`src/rtl/uart_pkg.sv`:
```
// Shared UART types and constants for the transmitter and the arbiter in front of it.
package uart_pkg;

    typedef enum logic {
        IDLE   = 1'b0,
        LOCKED = 1'b1
    } uart_arb_state_t;

    localparam int unsigned CLK_FREQ_HZ  = 50_000_000;
    localparam int unsigned BAUD_RATE    = 115_200;
    localparam int unsigned CLKS_PER_BIT = CLK_FREQ_HZ / BAUD_RATE;

endpackage

```
`src/rtl/rr_picker.sv`:
```
// Combinational round-robin search: first set request strictly after last_idx, wrapping.
module rr_picker #(
    parameter int unsigned NUM_REQ = 4,
    parameter int unsigned IDX_W   = $clog2(NUM_REQ)
) (
    input  logic [NUM_REQ-1:0] req,
    input  logic [IDX_W-1:0]   last_idx,
    output logic               found,
    output logic [IDX_W-1:0]   next_idx
);

    int unsigned      cand;
    logic [IDX_W-1:0] cand_idx;

    always_comb begin
        found    = 1'b0;
        next_idx = last_idx;
        cand     = 0;
        cand_idx = '0;
        for (int unsigned off = 1; off <= NUM_REQ; off++) begin
            cand     = (32'(last_idx) + off) % NUM_REQ;
            cand_idx = IDX_W'(cand);
            if (!found && req[cand_idx]) begin
                found    = 1'b1;
                next_idx = cand_idx;
            end
        end
    end

endmodule

```
`src/rtl/uart_tx_arbiter.sv`:
```
// Round-robin, packet-locking arbiter sharing one UART transmitter among several byte streams.
module uart_tx_arbiter
    import uart_pkg::*;
#(
    parameter int unsigned NUM_REQ       = 4,
    parameter int unsigned STALL_TIMEOUT = 25_000_000,
    parameter int unsigned GRANT_W       = $clog2(NUM_REQ)
) (
    input  logic                 clk,
    input  logic                 rst_n,
    input  logic [NUM_REQ-1:0]   req_valid,
    input  logic [NUM_REQ*8-1:0] req_data,
    input  logic [NUM_REQ-1:0]   req_last,
    output logic [NUM_REQ-1:0]   req_ready,
    output logic                 tx_have_new_data,
    output logic [7:0]           tx_new_data,
    input  logic                 tx_ready,
    output logic                 busy,
    output logic [GRANT_W-1:0]   grant_id,
    output logic                 abort_pulse
);

    localparam int unsigned CNT_W = (STALL_TIMEOUT == 0) ? 1 : $clog2(STALL_TIMEOUT + 1);
    localparam logic [CNT_W-1:0] CNT_MAX = '1;

    uart_arb_state_t    state_q, state_d;
    logic [GRANT_W-1:0] grant_q, grant_d;
    logic               hold_valid_q, hold_valid_d;
    logic [7:0]         hold_data_q, hold_data_d;
    logic [CNT_W-1:0]   stall_cnt_q, stall_cnt_d;
    logic               abort_q, abort_d;

    logic               pick_found;
    logic [GRANT_W-1:0] pick_idx;
    logic               gnt_valid, gnt_last, slot_free, xfer, stall, timeout_hit;
    logic [7:0]         gnt_data;

    rr_picker #(
        .NUM_REQ (NUM_REQ),
        .IDX_W   (GRANT_W)
    ) u_picker (
        .req      (req_valid),
        .last_idx (grant_q),
        .found    (pick_found),
        .next_idx (pick_idx)
    );

    always_comb begin
        gnt_valid   = req_valid[grant_q];
        gnt_last    = req_last[grant_q];
        gnt_data    = req_data[{grant_q, 3'b000} +: 8];
        slot_free   = !hold_valid_q || tx_ready;
        xfer        = (state_q == LOCKED) && gnt_valid && slot_free;
        stall       = (state_q == LOCKED) && !gnt_valid;
        timeout_hit = 1'b0;
        // Fires on the stall cycle whose count reaches STALL_TIMEOUT-1, so the pulse is
        // visible STALL_TIMEOUT cycles after the last transfer.
        if (STALL_TIMEOUT != 0) begin
            timeout_hit = stall && (int'(stall_cnt_q) + 1 >= int'(STALL_TIMEOUT) - 1);
        end
    end

    always_ff @(posedge clk or negedge rst_n) begin
        if (!rst_n) begin
            state_q <= IDLE;
        end else begin
            state_q <= state_d;
        end
    end

    always_comb begin
        state_d = state_q;
        unique case (state_q)
            IDLE:   if (pick_found) state_d = LOCKED;
            LOCKED: if ((xfer && gnt_last) || timeout_hit) state_d = IDLE;
        endcase
    end

    always_comb begin
        req_ready = '0;
        if (state_q == LOCKED) begin
            req_ready[grant_q] = slot_free;
        end
        busy             = (state_q == LOCKED);
        grant_id         = grant_q;
        tx_have_new_data = hold_valid_q;
        tx_new_data      = hold_data_q;
        abort_pulse      = abort_q;
    end

    always_comb begin
        grant_d      = grant_q;
        hold_valid_d = hold_valid_q;
        hold_data_d  = hold_data_q;
        stall_cnt_d  = stall_cnt_q;
        abort_d      = timeout_hit;

        if (state_q == IDLE && pick_found) begin
            grant_d = pick_idx;
        end

        // A load in the same cycle as a drain keeps the register full.
        if (xfer) begin
            hold_valid_d = 1'b1;
            hold_data_d  = gnt_data;
        end else if (hold_valid_q && tx_ready) begin
            hold_valid_d = 1'b0;
        end

        if (state_q == IDLE || xfer) begin
            stall_cnt_d = '0;
        end else if (stall && stall_cnt_q != CNT_MAX) begin
            stall_cnt_d = stall_cnt_q + 1'b1;
        end
    end

    always_ff @(posedge clk or negedge rst_n) begin
        if (!rst_n) begin
            grant_q      <= GRANT_W'(NUM_REQ - 1);
            hold_valid_q <= 1'b0;
            hold_data_q  <= 8'h00;
            stall_cnt_q  <= '0;
            abort_q      <= 1'b0;
        end else begin
            grant_q      <= grant_d;
            hold_valid_q <= hold_valid_d;
            hold_data_q  <= hold_data_d;
            stall_cnt_q  <= stall_cnt_d;
            abort_q      <= abort_d;
        end
    end

endmodule

```
`config.mk`:
```
export PLATFORM = sky130hd
export DESIGN_NAME = uart_tx_arbiter
export DESIGN_NICKNAME = d
export VERILOG_FILES = /design/src/rtl/uart_pkg.sv /design/src/rtl/rr_picker.sv /design/src/rtl/uart_tx_arbiter.sv
export SDC_FILE = /design/constraint.sdc
export NUM_CORES = 1
export LEC_CHECK = 0
export CAP_MARGIN = 20
export CORE_MARGIN = 5
export CORE_UTILIZATION = 56
export CTS_BUF_LIST = sky130_fd_sc_hd__clkbuf_8
export DETAILED_ROUTE_END_ITERATION = 8
export PLACE_DENSITY = 0.9
export SETUP_SLACK_MARGIN = 0.15
export SYNTH_ARGS = -nofsm -noshare
export SYNTH_HDL_FRONTEND = slang
export SYNTH_HIERARCHICAL = 1
export SYNTH_SLANG_ARGS = --single-unit
```
`constraint.sdc`:
```
create_clock -name clk -period 4.2 [get_ports clk]
set_clock_uncertainty 0.05 [all_clocks]
set_input_delay 0.63 -clock clk [delete_from_list [all_inputs] [get_ports clk]]
set_output_delay 0.63 -clock clk [all_outputs]
set_load 0.05 [all_outputs]
```
==> summary.txt <==
Critical path
  • CP Capture Type: output pin
  • Top cell by count, worst path: clkdlybuf4s50_1
  • Worst-path cell chain: clkdlybuf4s50_1 -> nand2b_1 -> and2_1 -> nor3b_1 -> clkdlybuf4s50_1
  • Slowest stage delay, CP: 860 ps
  • Data arrival, critical path: ~2600 ps
  • Crit path launch type: input port
  • Cell family with most CP delay: buffers and inverters
  • Worst-path maximum fanout: 5
  • CP required: about 3500 ps
  • Crit Path Class: input port to output pin
  • Crit path max-delay cell type: clkdlybuf4s50_1
  • Bufs and invs on worst path: 2

GRT
  • Vias in the first global route: 2465
  • Global-route wire length before repair: around 12000 um
  • Number of antenna violations at the first check in global routing: 0
  • Gr ovfl total: 0
  • Largest net degree at the start of global routing: 39
  • GRT Overall Usage: 0.246

Place
  • Number of port buffers: 59
  • Dpl cells: 384
  • Placer congestion estimate: roughly 0.88
  • Final HPWL DP: 5090 um
  • DP Area: about 3200 um2

Clock tree
  • Worst-case clock buffer depth: 2
  • CTS Buf Count: 5
  • Clock sink count: 38
  • H-Tree Depth: 2
  • Postcts setup bufs: 0
  • CTS Hold Bufs: 0
  • Clock latency on the worst-skew pair: roughly 300 ps
  • Post-CTS sizing: 0
  • TritonCTS clock tree: done
  • Worst-path clk slew: roughly 80 ps
  • Root buffer cell: clkbuf_8

Power
  • IR drop worst, VDD: 0.586 mV
  • Lkg Pwr: 1.32 nW
  • Overall power: 1.85 mW
  • Combinational share of power: 0.547
  • Psw: 856 uW
  • Internal power: 999 uW
  • P per Cell Area: roughly 570 nW/um2
  • Sequential Power Share: 0.308
  • Sw Share: 0.462
  • Clock power share: 0.145

Floorplanning
  • Die width: 77.9 um
  • # IOs: 60
  • Initial core utilization: 0.585
  • Die H: 77.9 um
  • Num rows: 24
  • Die ar.: 6070 um2
  • Core Footprint: around 4400 um2

Yosys
  • Unique cell type count in the Yosys netlist: 54
  • Most frequent cells after synthesis: 36 x dfrtp_1, 33 x nand2_1, 28 x o21ai_0
  • Most common cell in the netlist: dfrtp_1
  • Sequential fraction of the synthesis area: 0.369
  • Share of the synthesized area in the top cell type: 0.349
  • Area leader, netlist: dfrtp_1
  • Synthesized area per cell: ~9.0 um2
  • Yosys reg bits: 38
  • Post-synth EDFFs: 0
  • Cells after synthesis: ~290
  • Post-Syn Area: 2580 um2
  • Syn_nets: around 330
  • Yosys warns: 6
  • Synth area leaders: dfrtp_1 35%, mux4_2 8.7%, o21ai_0 5.4%
  • Post-synth top flop: dfrtp_1
  • Ys async rst share: 1.00

Cells and area
  • Non-filler instance count after layout: around 390
  • Design area: between 3000 and 4000 um2
  • Share of post-route cells with drive strength above 1: 0.129
  • # diodes: 0
  • Nets@finish: 384
  • Synth-to-layout area growth: 26.7%
  • FILL cells: about 300

Routing
  • Iteration-0 DRC Markers: 413
  • DRT Wirelength: just over 7000 um
  • Vias per std cell: ~6.3
  • Initial DRT Pass Iterations: 5
  • WL/cell: 18.2 um
  • Post-route antenna net violation count: 0
  • Remaining DRCs: 0
  • Detailed-route via count: ~2500

Flow run
  • Max cap viols: 0

Timing
  • Max transition margin: 0.436
  • Final hold slack: approximately 370 ps
  • # setup viols final: 0
  • Max Fclk: between 300 and 400 MHz
  • Pins Over Slew Limit: 0
  • Period utilization: 0.779
  • Final Hold Fails: 0
  • Setup_tns: 0 ps
  • Post-route minimum period: about 3300 ps
  • Worst-Margin Slew: 847 ps
  • RSZ-0062 raised after global routing: false

Worst hold path
  • Hold Crit Class: input port to async pin

Run status
  • Status: finished, final reports clean
==> worst paths after layout <==
path,from,end,slack (ps),cells after the start
max in group asynchronous,rst_n,stall_cnt_q[19],3180,1
min,rst_n,stall_cnt_q[8],370,1
max,tx_ready,req_ready[0],930,5
min reg2reg,tx_new_data[7],tx_new_data[7],460,1
min in group clk,tx_new_data[7],tx_new_data[7],460,1
max reg2reg,stall_cnt_q[0],stall_cnt_q[18],1170,9
==> through the flow <==
stage / setup WS (ps) / utilization
finish: 927 / 0.741
global route: 757 / 0.741
CTS: 930 / 0.741
detailed placement: 954 / 0.720
global placement: 1030 / 0.720
floorplan: 1380 / -
==> logic make-up after synthesis <==
family,after synthesis,synth area share
simple gates,106,0.211
compound gates,89,0.211
flops,38,0.369
buf+inv,26,0.0431
mux,22,0.139
xor+xnor,5,0.0170
fa+ha+maj,2,0.00969
==> area by class of cell <==
class | instances | area [um2] | area share
Multi-Input combinational cell | 224 | 1520 | 0.464
Clock buffer | 6 | 82.6 | 0.0252
Clock inverter | 2 | 12.5 | 0.00382
Inverter | 7 | 26.3 | 0.00803
Sequential cell | 38 | 953 | 0.291
Tap cell | 52 | 65.1 | 0.0199
Timing Repair Buffer | 63 | 616 | 0.188
==> sequential cells by signal, indices dropped and copies added (netlist names) <==
name and count:
tx_have_new_data 1, grant_id 2, busy 1, tx_new_data 8, stall_cnt_q 25, abort_pulse 1
==> power by group through the flow <==
stage	Combinational, mW	Sequential [mW]	Clock, mW
6_report	1.01	0.572	0.270
5_1_grt	1.08	0.592	0.290
4_1_cts	1.01	0.573	0.270
3_5_place_dp	1.01	0.574	0
3_3_place_gp	0.972	0.570	0
2_1_floorplan	0.552	0.714	0
==> cell usage in the layout (no fill, tap or decap), drive strengths merged, types with 3 or more instances in the layout <==
master	synthesis	layout
nor2b	3	3
nand4	4	4
xor2	3	3
clkdlybuf4s50	0	58
and3	5	5
a21oi	26	26
mux4	10	10
o31ai	10	10
and2	8	8
mux2	10	10
nand2	34	34
nor2	20	20
a21o	4	4
nand3	11	11
inv	7	7
clkbuf	7	6
buf	12	5
a31oi	4	4
nor3	6	6
o21ai	28	28
dfrtp	36	36
or4	3	3
==> layer usage <==
| metal | up-vias | share of wire | global-route usage |
|---|---|---|---|
| li1 | 1169 | - | - |
| met1 | 1184 | 0.40 | 0.308 |
| met2 | 115 | 0.50 | 0.417 |
| met3 | 13 | 0.086 | 0.0764 |
| met4 | 0 | 0.015 | 0.0574 |
| met5 | - | 0 | 0 |
No activity file was read; power rests on OpenSTA's default activity.
